`src/rtl/mem_arbiter_pkg.sv`:
```
// Shared definitions for the KANADE32 single-port RAM arbiter: response
// owner encoding and address geometry.
package kanade32_mem_pkg;

  localparam int WORD_ADDR_W = 30;
  localparam int BYTE_OFF_W  = 2;

  typedef enum logic [2:0] {
    OWN_NONE     = 3'd0,
    OWN_IF       = 3'd1,
    OWN_D_LD     = 3'd2,
    OWN_D_ST     = 3'd3,
    OWN_D_ERR_LD = 3'd4,
    OWN_D_ERR_ST = 3'd5
  } resp_own_e;

endpackage

```
`src/rtl/mem_arbiter_if.sv`:
```
// Bundle of the fetch port, data port and RAM port seen by the arbiter.
interface mem_arbiter_if;
  import kanade32_mem_pkg::*;

  // Handshake: a requester raises req with its payload and holds both
  // until it sees gnt in the same cycle; the access is taken at that
  // rising edge. Read data arrives one cycle later with rvalid (and d_err
  // for a misaligned data access); stores produce no rvalid.
  logic                   if_req;
  logic [31:0]            if_addr;
  logic                   if_gnt;
  logic                   if_rvalid;
  logic [31:0]            if_rdata;

  logic                   d_req;
  logic                   d_we;
  logic [31:0]            d_addr;
  logic [31:0]            d_wdata;
  logic                   d_gnt;
  logic                   d_rvalid;
  logic [31:0]            d_rdata;
  logic                   d_err;

  logic                   stall_fetch;

  logic [WORD_ADDR_W-1:0] ram_address;
  logic [31:0]            ram_data;
  logic                   ram_wren;
  logic [31:0]            ram_q;

  modport slave (
    input  if_req, if_addr, d_req, d_we, d_addr, d_wdata, ram_q,
    output if_gnt, if_rvalid, if_rdata, d_gnt, d_rvalid, d_rdata, d_err,
    output stall_fetch, ram_address, ram_data, ram_wren
  );

  modport master (
    output if_req, if_addr, d_req, d_we, d_addr, d_wdata, ram_q,
    input  if_gnt, if_rvalid, if_rdata, d_gnt, d_rvalid, d_rdata, d_err,
    input  stall_fetch, ram_address, ram_data, ram_wren
  );

endinterface

```
`src/rtl/mem_arbiter.sv`:
```
// Shares one synchronous RAM port between instruction fetch and data
// access: zero-wait grant, one-cycle read return, bounded fetch starvation.
module mem_arbiter
  import kanade32_mem_pkg::*;
#(
  parameter int STARVE_MAX = 4
) (
  input  logic        clk,
  input  logic        reset_n,
  mem_arbiter_if.slave bus,
  output resp_own_e   o_dbg_resp_own,
  output logic [7:0]  o_dbg_starve_cnt
);

  localparam int              SW         = (STARVE_MAX > 0) ? $clog2(STARVE_MAX + 1) : 1;
  localparam logic [SW-1:0]   STARVE_LIM = SW'(STARVE_MAX);

  logic [SW-1:0]          r_starve_cnt;
  resp_own_e              r_resp_own;
  logic [31:0]            r_if_hold;
  logic [31:0]            r_d_hold;

  resp_own_e              w_own_nxt;
  logic                   w_force_if;
  logic                   w_if_win;
  logic                   w_d_win;
  logic                   w_misalign;
  logic [WORD_ADDR_W-1:0] w_ram_address;
  logic [31:0]            w_ram_data;
  logic                   w_ram_wren;
  logic                   w_if_rvalid;
  logic                   w_d_rvalid;
  logic                   w_d_err;
  logic [31:0]            w_if_rdata;
  logic [31:0]            w_d_rdata;
  logic                   w_unused_if_off;

  // Fetch only overrides data priority once it has lost STARVE_MAX times in a row.
  assign w_force_if = (STARVE_MAX != 0) && (r_starve_cnt == STARVE_LIM);
  assign w_if_win   = bus.if_req & (~bus.d_req | w_force_if);
  assign w_d_win    = bus.d_req & ~w_if_win;
  assign w_misalign = (bus.d_addr[BYTE_OFF_W-1:0] != '0);

  assign w_unused_if_off = ^bus.if_addr[BYTE_OFF_W-1:0];

  always_comb begin
    w_ram_address = '0;
    w_ram_data    = '0;
    w_ram_wren    = 1'b0;
    w_own_nxt     = OWN_NONE;
    if (w_if_win) begin
      w_ram_address = bus.if_addr[31:BYTE_OFF_W];
      w_own_nxt     = OWN_IF;
    end else if (w_d_win) begin
      if (w_misalign) begin
        // Misaligned access never reaches the RAM; only the error slot is booked.
        w_own_nxt = bus.d_we ? OWN_D_ERR_ST : OWN_D_ERR_LD;
      end else begin
        w_ram_address = bus.d_addr[31:BYTE_OFF_W];
        w_ram_data    = bus.d_wdata;
        w_ram_wren    = bus.d_we;
        w_own_nxt     = bus.d_we ? OWN_D_ST : OWN_D_LD;
      end
    end
  end

  assign w_if_rvalid = (r_resp_own == OWN_IF);
  assign w_d_rvalid  = (r_resp_own == OWN_D_LD) || (r_resp_own == OWN_D_ERR_LD);
  assign w_d_err     = (r_resp_own == OWN_D_ERR_LD) || (r_resp_own == OWN_D_ERR_ST);

  always_comb begin
    w_if_rdata = r_if_hold;
    w_d_rdata  = r_d_hold;
    if (w_if_rvalid) begin
      w_if_rdata = bus.ram_q;
    end
    if (r_resp_own == OWN_D_LD) begin
      w_d_rdata = bus.ram_q;
    end else if (r_resp_own == OWN_D_ERR_LD) begin
      w_d_rdata = '0;
    end
  end

  always_ff @(posedge clk or negedge reset_n) begin
    if (!reset_n) begin
      r_resp_own   <= OWN_NONE;
      r_starve_cnt <= '0;
      r_if_hold    <= '0;
      r_d_hold     <= '0;
    end else begin
      r_resp_own <= w_own_nxt;
      if (w_if_rvalid) begin
        r_if_hold <= w_if_rdata;
      end
      if (w_d_rvalid) begin
        r_d_hold <= w_d_rdata;
      end
      if (!bus.if_req || w_if_win) begin
        r_starve_cnt <= '0;
      end else if (w_d_win && (r_starve_cnt != STARVE_LIM)) begin
        r_starve_cnt <= r_starve_cnt + SW'(1);
      end
    end
  end

  assign bus.if_gnt      = w_if_win;
  assign bus.d_gnt       = w_d_win;
  assign bus.stall_fetch = bus.if_req & ~w_if_win;
  assign bus.ram_address = w_ram_address;
  assign bus.ram_data    = w_ram_data;
  assign bus.ram_wren    = w_ram_wren;
  assign bus.if_rvalid   = w_if_rvalid;
  assign bus.if_rdata    = w_if_rdata;
  assign bus.d_rvalid    = w_d_rvalid;
  assign bus.d_rdata     = w_d_rdata;
  assign bus.d_err       = w_d_err;

  assign o_dbg_resp_own   = r_resp_own;
  assign o_dbg_starve_cnt = 8'(r_starve_cnt);

endmodule

```
`src/flat_wrapper.sv`:
```
// flat-port wrapper written by rule: the top's interface ports become plain ports
module mem_arbiter_flat import kanade32_mem_pkg::*;
#(
  parameter int STARVE_MAX = 4
)
  (clk, reset_n, o_dbg_resp_own, o_dbg_starve_cnt, bus_if_req, bus_if_addr, bus_d_req, bus_d_we, bus_d_addr, bus_d_wdata, bus_ram_q, bus_if_gnt, bus_if_rvalid, bus_if_rdata, bus_d_gnt, bus_d_rvalid, bus_d_rdata, bus_d_err, bus_stall_fetch, bus_ram_address, bus_ram_data, bus_ram_wren);
  mem_arbiter_if bus_i ();
  input  logic clk;
  input  logic reset_n;
  output resp_own_e o_dbg_resp_own;
  output logic [7:0] o_dbg_starve_cnt;
  input wire logic [$bits(bus_i.if_req)-1:0] bus_if_req;
  input wire logic [$bits(bus_i.if_addr)-1:0] bus_if_addr;
  input wire logic [$bits(bus_i.d_req)-1:0] bus_d_req;
  input wire logic [$bits(bus_i.d_we)-1:0] bus_d_we;
  input wire logic [$bits(bus_i.d_addr)-1:0] bus_d_addr;
  input wire logic [$bits(bus_i.d_wdata)-1:0] bus_d_wdata;
  input wire logic [$bits(bus_i.ram_q)-1:0] bus_ram_q;
  output wire logic [$bits(bus_i.if_gnt)-1:0] bus_if_gnt;
  output wire logic [$bits(bus_i.if_rvalid)-1:0] bus_if_rvalid;
  output wire logic [$bits(bus_i.if_rdata)-1:0] bus_if_rdata;
  output wire logic [$bits(bus_i.d_gnt)-1:0] bus_d_gnt;
  output wire logic [$bits(bus_i.d_rvalid)-1:0] bus_d_rvalid;
  output wire logic [$bits(bus_i.d_rdata)-1:0] bus_d_rdata;
  output wire logic [$bits(bus_i.d_err)-1:0] bus_d_err;
  output wire logic [$bits(bus_i.stall_fetch)-1:0] bus_stall_fetch;
  output wire logic [$bits(bus_i.ram_address)-1:0] bus_ram_address;
  output wire logic [$bits(bus_i.ram_data)-1:0] bus_ram_data;
  output wire logic [$bits(bus_i.ram_wren)-1:0] bus_ram_wren;
  assign bus_i.if_req = bus_if_req;
  assign bus_i.if_addr = bus_if_addr;
  assign bus_i.d_req = bus_d_req;
  assign bus_i.d_we = bus_d_we;
  assign bus_i.d_addr = bus_d_addr;
  assign bus_i.d_wdata = bus_d_wdata;
  assign bus_i.ram_q = bus_ram_q;
  assign bus_if_gnt = bus_i.if_gnt;
  assign bus_if_rvalid = bus_i.if_rvalid;
  assign bus_if_rdata = bus_i.if_rdata;
  assign bus_d_gnt = bus_i.d_gnt;
  assign bus_d_rvalid = bus_i.d_rvalid;
  assign bus_d_rdata = bus_i.d_rdata;
  assign bus_d_err = bus_i.d_err;
  assign bus_stall_fetch = bus_i.stall_fetch;
  assign bus_ram_address = bus_i.ram_address;
  assign bus_ram_data = bus_i.ram_data;
  assign bus_ram_wren = bus_i.ram_wren;
  mem_arbiter #(.STARVE_MAX(STARVE_MAX)) u_core (.clk(clk), .reset_n(reset_n), .bus(bus_i), .o_dbg_resp_own(o_dbg_resp_own), .o_dbg_starve_cnt(o_dbg_starve_cnt));
endmodule
```
`config.mk`:
```
export PLATFORM = sky130hd
export DESIGN_NAME = mem_arbiter_flat
export DESIGN_NICKNAME = d
export VERILOG_FILES = /design/src/rtl/mem_arbiter_pkg.sv /design/src/rtl/mem_arbiter_if.sv /design/src/rtl/mem_arbiter.sv /design/src/flat_wrapper.sv
export SDC_FILE = /design/constraint.sdc
export NUM_CORES = 1
export LEC_CHECK = 0
export CORE_AREA = 2 2 152 80
export DETAILED_ROUTE_END_ITERATION = 16
export DIE_AREA = 0 0 154 82
export PLACE_DENSITY_LB_ADDON = 0.2
export SYNTH_ARGS = -nofsm -noshare
export SYNTH_HDL_FRONTEND = slang
export SYNTH_SLANG_ARGS = --single-unit
```
`constraint.sdc`:
```
create_clock -name clk -period 5.3 [get_ports clk]
set_clock_uncertainty 0.15 [all_clocks]
set_input_delay 1.325 -clock clk [delete_from_list [all_inputs] [get_ports clk]]
set_output_delay 1.325 -clock clk [all_outputs]
set_load 0.02 [all_outputs]
```
==> metrics.txt <==
status completed; post-route ant nets 0; WP data required 3.83 ns; Worst path most repeated cell clkdlybuf4s50_1; R2R Setup Slk 2.80 ns; Synth warnings 0; first-pass GRT wire length 21,900 um; Hold Buf Count CTS 0; hpwl dp 11,300 um; WL final 14,900 um; mapped cell area 4500 um2; Slew @ Worst Pin 1.11 ns; CTS H-tree lvls 3; most frequent cell after synthesis dfrtp_1; crit path DAT 3.33 ns; PwrDens 337 nW/um2; Slew Viols, Final 0; critical path startpoint category input pin; Leak Pwr 0.00318 uW; Routed WL per cell 18.0 um; overall die width 154 um; GPL Wtd Cong 0.851; Setup violations, final 0; pin count of the biggest net entering global routing 71; layout cells sized above 1 0.138; worst skew pair latency 0.33 ns; via count 4,282; synthesis-stage register bit count 70; DRC viols 0; max-cap violations 0; vias in the first global route 4,162; Placeable Area 11,400 um2; Total Power 2540 uW; worst setup path startpoint bus_d_req; Critical Path Stages 6; largest stage delay on the critical path 0.64 ns; Die Ht 82 um; register area share after synthesis 0.389; delay-heaviest family, CP buffers and inverters; TritonCTS Sinks 70; CP endpoint kind primary output; worst-path fanout max 31; top cell type's share of synthesized area 0.389; Port Buf Inserts 269; final period utilization 0.906; Filler Cell Count 867; CTS Buf Count 9; clock buffer depth 2; row cnt 28; CP cell instances clkdlybuf4s50_1 > a21boi_2 > nor2b_2 > buf_12 > a22o_1 > clkdlybuf4s50_1; initial core utilization 0.395; post-CTS setup buffers 0; critical path endpoint bus_ram_address[11]; worst reg2reg path depth 3; post-synth cell types 28; Critical R2R Capture u_core.r_if_hold[10]; initial antenna violation count 0; number of DRC markers in iteration 0 263; EDFF count, synth 0; Worst slew margin 0.262; post-DR vias/cell 5.17; worst hold slack 0.333 ns; Avg Synthesized Cell Area 10.6 um2; min Tclk post-route 4.80 ns; kind of critical path input pin to primary output; CTS tree done; Total GRT Usage 0.225; Max Freq 208 MHz; Peak supply drop 170 uV; cts repair resizes 0; CTS root buffer clkbuf_16; die area 12,600 um2; worst r2r src u_core.o_dbg_resp_own[0]; Reg clk slew, reported paths 0.05 ns; ANT cells 0; top cell type by total area after synthesis dfrtp_1; min-delay src u_core.r_starve_cnt[0]; Min-Delay Path Class flip-flop to flip-flop; Total Neg Setup Slack 0 ns; Syn-to-layout area delta 67.6%; top cells by count, synth dfrtp_1 (70), nand2_1 (65), o311ai_0 (57), mux2_4 (49), inv_1 (36); top cells by area, synth dfrtp_1 (39%), mux2_4 (16%), o311ai_0 (11%); Nets 809; Worst Path Buf+Inv 3; IO Pins 277; top_reg_cell synth dfrtp_1; slowest cell on the critical path clkdlybuf4s50_1; Final Hold Viols 0; Mapped Cells 426; DRT Pass-1 Iters 5; FFs w/ async S/R, synth 1.00; RSZ-0062 raised after global routing no; Overflow after GRT 0
[worst min-delay path by stage]
stage	to	slack (ns)	cells after the start
after global routing	u_core.r_starve_cnt[0]	0.36	1
after floorplan	u_core.r_d_hold[27]	0.32	2
after detailed placement	u_core.r_starve_cnt[0]	0.33	1
after CTS	u_core.r_starve_cnt[0]	0.34	1
after global placement	u_core.r_starve_cnt[0]	0.33	1
final	u_core.r_starve_cnt[0]	0.33	1
[worst reg2reg max path, delay by kind of cell, from the launching register on]
kind / cells / cell delay, ns
AND/OR/NAND/NOR: 1 / 0.98
flip-flops: 1 / 0.65
buffers and inverters: 1 / 0.31
multiplexers: 1 / 0.30
[routing by layer]
metal  global-route usage  vias to the layer above  part of all wire
li1                     -                     2039                 -
met2                0.370                      157              0.49
met3               0.0823                       13             0.080
met4               0.0430                        0            0.0065
met5                    0                        -                 0
met1                0.289                     2073              0.43
[stage by stage]
stage	setup WS, ns	cell area, um2	utilization	instances
floorplan	1.59	4510	-	430
global route	0.436	7540	0.662	829
global placement	0.537	7180	0.631	813
finish	0.496	7540	0.662	829
detailed placement	0.501	7180	0.631	813
CTS	0.502	7540	0.662	829
[state kept, by name, summed over array words and instances (netlist names)]
| name | count |
|---|---|
| u_core.r_if_hold | 32 |
| u_core.r_d_hold | 32 |
| u_core.o_dbg_resp_own | 3 |
| u_core.r_starve_cnt | 3 |
[layout make-up]
cell class,instances,area [um2],area share
clock buffer,11,253,0.0335
clock inverter,5,105,0.0139
inverter,36,135,0.0179
multi-input combinational,281,2350,0.312
sequential,70,1750,0.233
tap,150,188,0.0249
timing repair buffer,276,2760,0.366
[power breakdown]
part           switching, uW  total (uW)  internal [uW]
Sequential              78.7         748            670
Clock                    226         711            485
Combinational            510        1080            574
[kinds of logic after synthesis]
kind of cell | count (synthesis) | synth area share
and+or+nand+nor | 111 | 0.117
DFF | 70 | 0.389
muxes | 64 | 0.201
buffers and inverters | 79 | 0.0940
xor gates and xnor gates | 1 | 0.00195
AOI/OAI and AO/OA | 98 | 0.190
other | 1 | 0.000834
adders and majority gates | 2 | 0.00556
[placed cells by master (no fill, tap or decap)]
cell type / count
and2_4: 1
nor2b_2: 1
inv_1: 36
xnor2_1: 1
clkbuf_8: 2
nor2b_1: 1
and2_1: 33
bufinv_16: 3
buf_12: 1
nand2b_1: 1
ha_1: 2
nor2_1: 3
conb_1: 5
mux2_4: 49
mux2_2: 15
dfrtp_2: 1
clkbuf_16: 9
dfrtp_1: 69
nand2b_2: 1
a22o_1: 30
buf_4: 7
a21o_1: 2
nand3_1: 1
o311ai_1: 7
o311ai_0: 57
clkinvlp_4: 2
a21boi_2: 1
and3_1: 2
clkdlybuf4s50_1: 268
nor3b_1: 1
nor2_4: 1
nand2_1: 65
a21oi_1: 1
No activity file was read; power rests on OpenSTA's default activity.
